$ cat config.mk
export PLATFORM = sky130hd
export DESIGN_NAME = hazard_unit_hfnc
export DESIGN_NICKNAME = d
export VERILOG_FILES = /design/src/rtl/hazard_unit_hfnc.sv
export SDC_FILE = /design/constraint.sdc
export NUM_CORES = 1
export LEC_CHECK = 0
export BUFFER_PORTS_ARGS = -buffer_cell sky130_fd_sc_hd__buf_2
export CORE_AREA = 2 2 58 81
export DETAILED_ROUTE_END_ITERATION = 10
export DIE_AREA = 0 0 60 83
export GPL_TIMING_DRIVEN = 0
export HOLD_SLACK_MARGIN = 0.12
export PLACE_DENSITY_LB_ADDON = 0.08
export REMOVE_ABC_BUFFERS = 1
export SLEW_MARGIN = 40
export SYNTH_ARGS = -nofsm -noshare
export SYNTH_HDL_FRONTEND = slang
export SYNTH_SLANG_ARGS = --single-unit
$ cat constraint.sdc
create_clock -name clk -period 5.9 [get_ports clk]
set_input_delay 1.18 -clock clk [delete_from_list [all_inputs] [get_ports clk]]
set_output_delay 1.18 -clock clk [all_outputs]
set_load 0.03 [all_outputs]
$ cat src/rtl/hazard_unit_hfnc.sv
// ---------------------------------------------------------------------------
// hazard_unit_hfnc
//
// Issue-side hazard detector and hash-unit scoreboard for the five-stage hash
// processor pipeline, sitting between IF/ID and ID/EX.
//   * Stalls the front end on load-use hazards, on data dependencies against
//     the single in-flight hash-function (HFnc) operation, and on a second
//     hash op arriving while the unit is busy.
//   * Sequences the in-flight hash op and emits its one-cycle writeback strobe.
//
// Parameters
//   HFNC_LATENCY  cycles from hash issue to writeback strobe (2..15)
//   CNT_W         width of the stall performance counter
//
// Ports
//   clk, rst                     clock, asynchronous active-high reset
//   if_id_Register{Rs,Rt,Ru}     source registers of the ID instruction
//   if_id_Uses{Rs,Rt,Ru}         source actually read
//   if_id_IsHFnc                 ID instruction is a hash op
//   if_id_RegisterRd             destination of the ID instruction
//   if_id_Flush                  ID instruction is squashed
//   id_ex_MemRead                EX instruction is a load
//   id_ex_RegisterRd             destination of the EX instruction
//   PCWrite, IF_ID_Write         front-end enables (low while stalling)
//   ID_EX_Bubble                 inject a bubble into ID/EX
//   hf_busy                      hash op outstanding
//   hf_wb, hf_wb_rd              hash writeback strobe and its destination
//   stall_cnt                    saturating stall-cycle counter
//
// Build option
//   HAZ_STALL_CNT_EN  when defined, stall_cnt counts stall cycles and
//                     saturates at all-ones; otherwise it is tied to zero.
// ---------------------------------------------------------------------------
module hazard_unit_hfnc #(
  parameter int HFNC_LATENCY = 4,
  parameter int CNT_W        = 16
) (
  input  logic             clk,
  input  logic             rst,
  input  logic [4:0]       if_id_RegisterRs,
  input  logic [4:0]       if_id_RegisterRt,
  input  logic [4:0]       if_id_RegisterRu,
  input  logic             if_id_UsesRs,
  input  logic             if_id_UsesRt,
  input  logic             if_id_UsesRu,
  input  logic             if_id_IsHFnc,
  input  logic [4:0]       if_id_RegisterRd,
  input  logic             if_id_Flush,
  input  logic             id_ex_MemRead,
  input  logic [4:0]       id_ex_RegisterRd,
  output logic             PCWrite,
  output logic             IF_ID_Write,
  output logic             ID_EX_Bubble,
  output logic             hf_busy,
  output logic             hf_wb,
  output logic [4:0]       hf_wb_rd,
  output logic [CNT_W-1:0] stall_cnt
);

  typedef enum logic {
    IDLE = 1'b0,
    RUN  = 1'b1
  } state_e;

  state_e     state_q, state_d;
  logic [3:0] cnt_q, cnt_d;
  logic [4:0] rd_q, rd_d;

  logic busy;
  logic load_use;
  logic hf_dep;
  logic hf_struct;
  logic stall;
  logic issue;

  // A source matches r only if it is really read and is not the zero
  // register, which never carries a dependency.
  function automatic logic src_hit(input logic       uses,
                                   input logic [4:0] src,
                                   input logic [4:0] r);
    return uses && (src != 5'd0) && (src == r);
  endfunction

  function automatic logic any_src_hit(input logic [4:0] r,
                                       input logic       us_rs,
                                       input logic [4:0] rs,
                                       input logic       us_rt,
                                       input logic [4:0] rt,
                                       input logic       us_ru,
                                       input logic [4:0] ru);
    return src_hit(us_rs, rs, r) || src_hit(us_rt, rt, r) || src_hit(us_ru, ru, r);
  endfunction

  assign busy = (state_q == RUN);

  // Hazard terms and stall decision: purely combinational, zero latency.
  // NOTE: every signal assigned in an always_comb gets a value on every path
  // (defaults first) so no latch is inferred.
  always_comb begin
    load_use  = 1'b0;
    hf_dep    = 1'b0;
    hf_struct = 1'b0;
    stall     = 1'b0;
    issue     = 1'b0;

    load_use = id_ex_MemRead && (id_ex_RegisterRd != 5'd0) &&
               any_src_hit(id_ex_RegisterRd,
                           if_id_UsesRs, if_id_RegisterRs,
                           if_id_UsesRt, if_id_RegisterRt,
                           if_id_UsesRu, if_id_RegisterRu);

    hf_dep = busy && (rd_q != 5'd0) &&
             any_src_hit(rd_q,
                         if_id_UsesRs, if_id_RegisterRs,
                         if_id_UsesRt, if_id_RegisterRt,
                         if_id_UsesRu, if_id_RegisterRu);

    // Only one hash op may be outstanding; this also blocks issue in the
    // writeback cycle, so back-to-back ops are LAT+1 cycles apart.
    hf_struct = busy && if_id_IsHFnc;

    // A squashed instruction never stalls and never issues.
    stall = !if_id_Flush && (load_use || hf_dep || hf_struct);
    issue = if_id_IsHFnc && !if_id_Flush && !stall;
  end

  assign PCWrite      = !stall;
  assign IF_ID_Write  = !stall;
  assign ID_EX_Bubble = stall;

  // Hash-unit sequencer: next state.
  always_comb begin
    state_d = state_q;
    cnt_d   = cnt_q;
    rd_d    = rd_q;
    case (state_q)
      IDLE: begin
        if (issue) begin
          state_d = RUN;
          cnt_d   = 4'(HFNC_LATENCY);
          rd_d    = if_id_RegisterRd;
        end
      end
      RUN: begin
        cnt_d = cnt_q - 4'd1;
        if (cnt_q == 4'd1) begin
          state_d = IDLE;
        end
      end
    endcase
  end

  // NOTE: sequential state uses non-blocking assignments so every flop
  // samples pre-edge values regardless of statement order.
  always_ff @(posedge clk or posedge rst) begin
    if (rst) begin
      state_q <= IDLE;
      cnt_q   <= 4'd0;
      rd_q    <= 5'd0;
    end else begin
      state_q <= state_d;
      cnt_q   <= cnt_d;
      rd_q    <= rd_d;
    end
  end

  assign hf_busy  = busy;
  assign hf_wb    = busy && (cnt_q == 4'd1);
  // rd_q is held after completion; hf_wb qualifies it.
  assign hf_wb_rd = rd_q;

`ifdef HAZ_STALL_CNT_EN
  logic [CNT_W-1:0] stall_cnt_q, stall_cnt_d;

  always_comb begin
    stall_cnt_d = stall_cnt_q;
    if (stall && (stall_cnt_q != {CNT_W{1'b1}})) begin
      stall_cnt_d = stall_cnt_q + CNT_W'(1);
    end
  end

  always_ff @(posedge clk or posedge rst) begin
    if (rst) begin
      stall_cnt_q <= '0;
    end else begin
      stall_cnt_q <= stall_cnt_d;
    end
  end

  assign stall_cnt = stall_cnt_q;
`else
  assign stall_cnt = '0;
`endif

endmodule

==> flow_metrics.tcl, run 1 <==
set metrics [dict create \
    hold_start "cnt_q[1]" \
    path_clk_slew_ns 0.05 \
    antenna-diode-count 0 \
    vias_per_cell 5.117 \
    path_delay_family "simple AND/OR/NAND/NOR gates" \
    finalCriticalPeriod_ns 4.265 \
    worstSetupPathType "input port to output pin" \
    rsz0062_at_grt "no" \
    drv_slew 0 \
    routed_wl_um 3823 \
    drt-pass1-iter-count 4 \
    rows 28 \
    max_stage_delay_ns 0.53 \
    max_freq_ghz 0.2345 \
    via_count 1269 \
    fp.dieW_um 60 \
    layout-drive-gt1-share_pct 28.72 \
    finalCritPeriodShare_pct 72.29 \
    synthCells 153 \
    critPathArrivalTime_ns 3.09 \
    crit_start "if_id_RegisterRt[1]" \
    path_max_fanout 11 \
    core_area_mm2 0.004239 \
    final-seq-area_um2 250.2 \
    synth_warnings 0 \
    endpoint_kind "output pin" \
    drc 0 \
    grt_max_degree 19 \
    crit_slowest_cell "or4_1" \
    cts_setup_buffers 0 \
    insertion_delay_ns 0.23 \
    detail-route-antenna-nets 0 \
    final_cell_mix "buf_2 (44), xnor2_1 (18), conb_1 (16), nand3_1 (14), xor2_1 (13)" \
    ios 59 \
    ys_seq_area_share_pct 20.28 \
    cp-start-kind "input port" \
    hold_violations 0 \
    dp_hpwl_um 2973 \
    crit_top_cell "buf_2" \
    clock-root-buffer "clkbuf_8" \
    outcome "finished clean" \
    avgSynthCellArea_um2 8.063 \
    hold_class "flop to flop" \
    report.final.setup_viol 0 \
    p_per_area_mw_per_mm2 374.2 \
    die_area_mm2 0.004980 \
    tns_ns 0 \
    clockBufferDepth 2 \
    cts_hold_buf 0 \
    synthArstFlopShare_pct 100.0 \
    grt_pass1_vias 1261 \
    p_leak_uw 0.0006169 \
    synth-edff-count 0 \
    place_congestion 0.8514 \
    ys_types 33 \
    cts_buffers 3 \
    wire_per_inst_um 15.42 \
    cp_cell_sequence "buf_2, or4_1, o21ai_2, nor4_4, nor3_2, o32a_1, buf_2" \
    final_common_cell "buf_2" \
    grt_pass1_wl_um 5940 \
    rr_startpoint "hf_busy" \
    grtUsageTotal_pct 15.42 \
    cts_resized 0 \
    hold-worst-slack_ns 0.5826 \
    die-height_um 83 \
    drt_iter0_markers 45 \
    synth_flop_cell "dfrtp_1" \
    io_buffers 42 \
    syn2layout_area_growth_pct 20.18 \
    cts_tree "done" \
    ys_seq_elements 10 \
    critPathRequiredTime_ns 4.72 \
    grt-ovfl-total 0 \
    nets 225 \
    grt_antenna_before_repair 0 \
    n_fill_cell 465 \
    synthesis.area_mm2 0.001234 \
    start_util_pct 29.10 \
    h-tree-depth 1 \
    worst_pin_slew_ns 0.6556 \
    critical_path_buf_inv_count 2 \
    fin_worst_skew_ns 0.002387 \
    slew_headroom_pct 56.29 \
    maxCapViolCount 0 \
    clock_sinks 10 \
    multiInputGateArea_um2 880.8 \
    peakVddDrop_v 0.0001798 \
]
-- stage by stage --
step	area [µm²]	setup WS, ns	instances	util [%]	power, µW
after CTS	1474	1.579	248	34.77	555.2
final	1483	1.635	248	34.98	554.8
after global routing	1483	1.508	248	34.98	598.9
after floorplan	1109	1.433	141	-	385.4
after detailed placement	1433	1.579	245	33.80	480.8
after global placement	1394	0.8217	243	32.88	471.4
-- where the power goes --
part,switching [µW],internal (µW),leakage (µW)
Sequential,71.6,104,0.000118
Combinational,180,129,0.000477
Clock,25.9,44.6,0.0000216
Total,277,277,0.000617
-- metal layers --
metal	up-vias	part of all wire, %	global-route usage [%]
li1	588	-	-
met1	617	40	16.98
met2	55	53	27.96
met3	9	4.8	1.869
met4	0	1.9	6.667
met5	-	0	0
-- worst paths after layout --
path / cells after the start / endpoint / slack, ns
max: 7 / IF_ID_Write / 1.63
min: 2 / cnt_q[1] / 0.58
max reg2reg: 4 / hf_wb_rd[0] / 4.18
min reg2reg: 2 / cnt_q[1] / 0.58
max in group asynchronous: 2 / cnt_q[3] / 4.65
min in group asynchronous: 2 / cnt_q[2] / 0.94
-- area by class of cell --
class	instances	area share, %
multi-input combinational	127	59.41
sequential	10	16.88
timing repair buffer	44	14.85
tap	60	5.063
clock buffer	3	2.785
inverter	4	1.013
-- synthesized netlist by cell type, drive strengths merged (2+ instances only) --
cell type | instances | area (µm²)
o211ai | 5 | 37.54
o21a | 2 | 15.01
ha | 2 | 25.02
xor2 | 13 | 113.9
nand3 | 14 | 70.07
inv | 4 | 15.01
or4 | 10 | 75.07
o21ai | 7 | 42.54
a21oi | 2 | 10.01
nor2 | 3 | 11.26
nor4 | 7 | 43.79
nand2 | 8 | 30.03
buf | 21 | 158.9
dfrtp | 10 | 250.2
xnor2 | 18 | 157.7
o2bb2ai | 5 | 43.79
clkbuf | 6 | 22.52
a31oi | 6 | 37.54
-- tightest hold or removal path, delay by kind of cell (launching register included) --
family / cells / cell delay [ns]
AO/OA/AOI/OAI: 2 / 0.17
flip-flops: 1 / 0.38
-- flip-flops by register name, indices dropped and copies added (netlist names) --
name / cells
cnt_q: 4
hf_busy: 1
hf_wb_rd: 5
-- kinds of logic (layout without fill, tap and decap cells) --
family | Yosys count | after routing | synth area share, %
flip-flops | 10 | 10 | 20.28
AO/OA/AOI/OAI | 32 | 32 | 18.56
buffers and inverters | 31 | 51 | 15.92
AND/OR/NAND/NOR | 46 | 46 | 20.89
XOR/XNOR | 31 | 31 | 22.01
adder cells (fa/ha/maj) | 2 | 2 | 2.028
other | 1 | 16 | 0.3040
Note: power is estimated with default switching activity, not from simulation.
==> inputs of run 2 (changes only) <==
--- a/config.mk
+++ b/config.mk
@@ -5,10 +5,11 @@
 export SDC_FILE = /design/constraint.sdc
 export NUM_CORES = 1
 export LEC_CHECK = 0
+export ABC_AREA = 1
 export BUFFER_PORTS_ARGS = -buffer_cell sky130_fd_sc_hd__buf_2
-export CORE_AREA = 2 2 58 81
+export CORE_AREA = 2 2 57 80
 export DETAILED_ROUTE_END_ITERATION = 10
-export DIE_AREA = 0 0 60 83
+export DIE_AREA = 0 0 59 82
 export GPL_TIMING_DRIVEN = 0
 export HOLD_SLACK_MARGIN = 0.12
 export PLACE_DENSITY_LB_ADDON = 0.08
==> constraint.sdc (replaced) <==
create_clock -name clk -period 4.03 [get_ports clk]
set_input_delay 0.806 -clock clk [delete_from_list [all_inputs] [get_ports clk]]
set_output_delay 0.806 -clock clk [all_outputs]
set_load 0.03 [all_outputs]
==> run 2 against run 1 <==
Net effect:
- synthesized area is 2.4% lower
- largest cell class unchanged
- utilization is 0.65 points lower
- register-to-register slack worse by 1.8 ns
- largest power group unchanged
- critical endpoint is now ID_EX_Bubble
- synthesized cell count is 22% higher
- flip-flop and latch count stayed put
==> flow_metrics.tcl, run 2 <==
set metrics [dict create \
    synth.most_common_cell "nand2_1" \
    rsz0062_at_grt "no" \
    synth_flop_cell "dfrtp_1" \
    insertion_delay_ns 0.23 \
    max_freq_ghz 0.3559 \
    final_util_pct 34.32 \
    synthCells 187 \
    hold_violations 0 \
    drt_iter0_markers 30 \
    syn2layout_area_growth_pct 17.88 \
    dp_hpwl_um 2438 \
    final_cell_mix "nand2_1 (49), buf_2 (42), inv_1 (27), nor2_1 (20)" \
    rows 28 \
    clock-root-buffer "clkbuf_8" \
    p_per_area_mw_per_mm2 458.0 \
    synthArstFlopShare_pct 100.0 \
    nets 264 \
    clockBufferDepth 2 \
    cts_buffers 3 \
    ios 59 \
    finalCriticalPeriod_ns 2.810 \
    synthesis.area_mm2 0.001204 \
    synth_largest_area_cell "dfrtp_1" \
    use_met1_pct 13.83 \
    drv_slew 0 \
    grtUsageTotal_pct 13.19 \
    path_clk_slew_ns 0.04 \
    ys_seq_area_share_pct 20.79 \
    detail-route-antenna-nets 0 \
    cts_setup_buffers 0 \
    outcome "finished clean" \
    p_leak_uw 0.0008488 \
    critPathRequiredTime_ns 3.22 \
    place_congestion 0.7253 \
    final_common_cell "nand2_1" \
    fin_worst_skew_ns 0.002449 \
    grt.busiest_layer "met2" \
    grt_pass1_vias 1076 \
    antenna-diode-count 0 \
    synth_top_area_share_pct 20.79 \
    maxCapViolCount 0 \
    synth-edff-count 0 \
    tns_ns 0 \
    worstSetupPathType "input port to output pin" \
    cp-start-kind "input port" \
    synth_warnings 0 \
    core_area_mm2 0.004134 \
    drc 0 \
    cts_hold_buf 0 \
    layout-drive-gt1-share_pct 25.55 \
    hold_class "flop to flop" \
    io_buffers 42 \
    finalNonFillerCells 272 \
    met3_usage_pct 1.102 \
    avgSynthCellArea_um2 6.437 \
    via_count 1147 \
    routed_wl_um 2948 \
    vias_per_cell 4.217 \
    h-tree-depth 1 \
    grt_max_degree 16 \
    endpoint_kind "output pin" \
    start_util_pct 29.12 \
    grt_antenna_before_repair 0 \
    critPathArrivalTime_ns 2.00 \
    worst_slack_ns 1.220 \
    peakVddDrop_v 0.0002147 \
    drt-pass1-iter-count 4 \
    grt-ovfl-total 0 \
    dp_cells 269 \
    report.final.setup_viol 0 \
    cts_tree "done" \
    preCtsSetupSlack_ns 1.209 \
    die_area_mm2 0.004838 \
    cts_resized 0 \
    fp.dieW_um 59 \
    yosys-top-cells-count "nand2_1 (49), inv_1 (27), nor2_1 (20)" \
    wire_per_inst_um 10.84 \
    clock_sinks 10 \
    finalCritPeriodShare_pct 69.73 \
    ys_types 23 \
    ys_seq_elements 10 \
    path_max_fanout 4 \
    grt_pass1_wl_um 4698 \
    die-height_um 82 \
    hold-worst-slack_ns 0.5278 \
    largest_register_ffs 5 \
    grt_use_met2_pct 25.67 \
    synth_area_leaders "dfrtp_1 (21%), nand2_1 (15%), xor2_1 (12%)" \
]
[run 2: cell count changes in the layout (fill, tap and decap cells not counted), moves of 5 or more]
cell	delta
nand2_1	+41
inv_1	+23
nor2_1	+17
xnor2_1	-12
or4_1	-10
a31oi_1	-6
o211ai_1	-5
o2bb2ai_1	-5
[run 2: routing by layer]
layer | up-vias | wire length (µm)
met1 | 502 | 1192
met4 | 0 | 50
met3 | 4 | 124
met5 | - | 0
li1 | 611 | -
met2 | 30 | 1580
[run 2: through the flow]
stage                     cell area, µm²  power, µW
after global routing                1419      723.0
after CTS                           1419      662.8
final                               1419      649.9
after global placement              1378      558.6
after floorplan                     1111      454.5
after detailed placement            1378      557.5
[run 2: path summary, 6_finish.rpt]
kind,startpoint,endpoint,slack [ns],cells after the start
worst max-delay path,id_ex_RegisterRd[0],ID_EX_Bubble,1.22,10
worst min-delay path,cnt_q[1],cnt_q[1],0.53,2
worst max register to register,hf_wb_rd[1],hf_wb_rd[3],2.42,11
worst min register to register,cnt_q[1],cnt_q[1],0.53,2
max in group asynchronous,rst,hf_busy,3.20,2
min in group asynchronous,rst,cnt_q[3],0.55,2
[run 2: area by class of cell]
class                           count  area (µm²)
Tap cell                           45       56.30
Inverter                           30       112.6
Fill cell                         483        2715
Timing Repair Buffer               42       210.2
Clock buffer                        3       41.29
Sequential cell                    10       250.2
Multi-Input combinational cell    142       748.2
[run 2: kinds of logic after synthesis]
family                   after synthesis  share of synthesized area (%)
other                                  1                         0.3116
AND/OR/NAND/NOR                       94                          33.89
flip-flops                            10                          20.79
XOR/XNOR                              22                          16.01
AO/OA/AOI/OAI                          8                          5.197
buffers and inverters                 50                          21.73
adder cells (fa/ha/maj)                2                          2.079
[run 2: report_power, final]
part / internal [µW] / switching (µW) / total [µW]
Sequential: 142 / 59.5 / 202
Clock: 65.0 / 34.4 / 99.4
Combinational: 127 / 222 / 349
[run 2: worst max-delay path, cell delays in order]
cell,delay [ns]
buf_2,0.14
nor4_1,0.39
nand2_1,0.09
nand2_1,0.07
inv_1,0.05
nand2_2,0.09
nand3_1,0.07
nand2_1,0.09
inv_1,0.04
buf_2,0.17
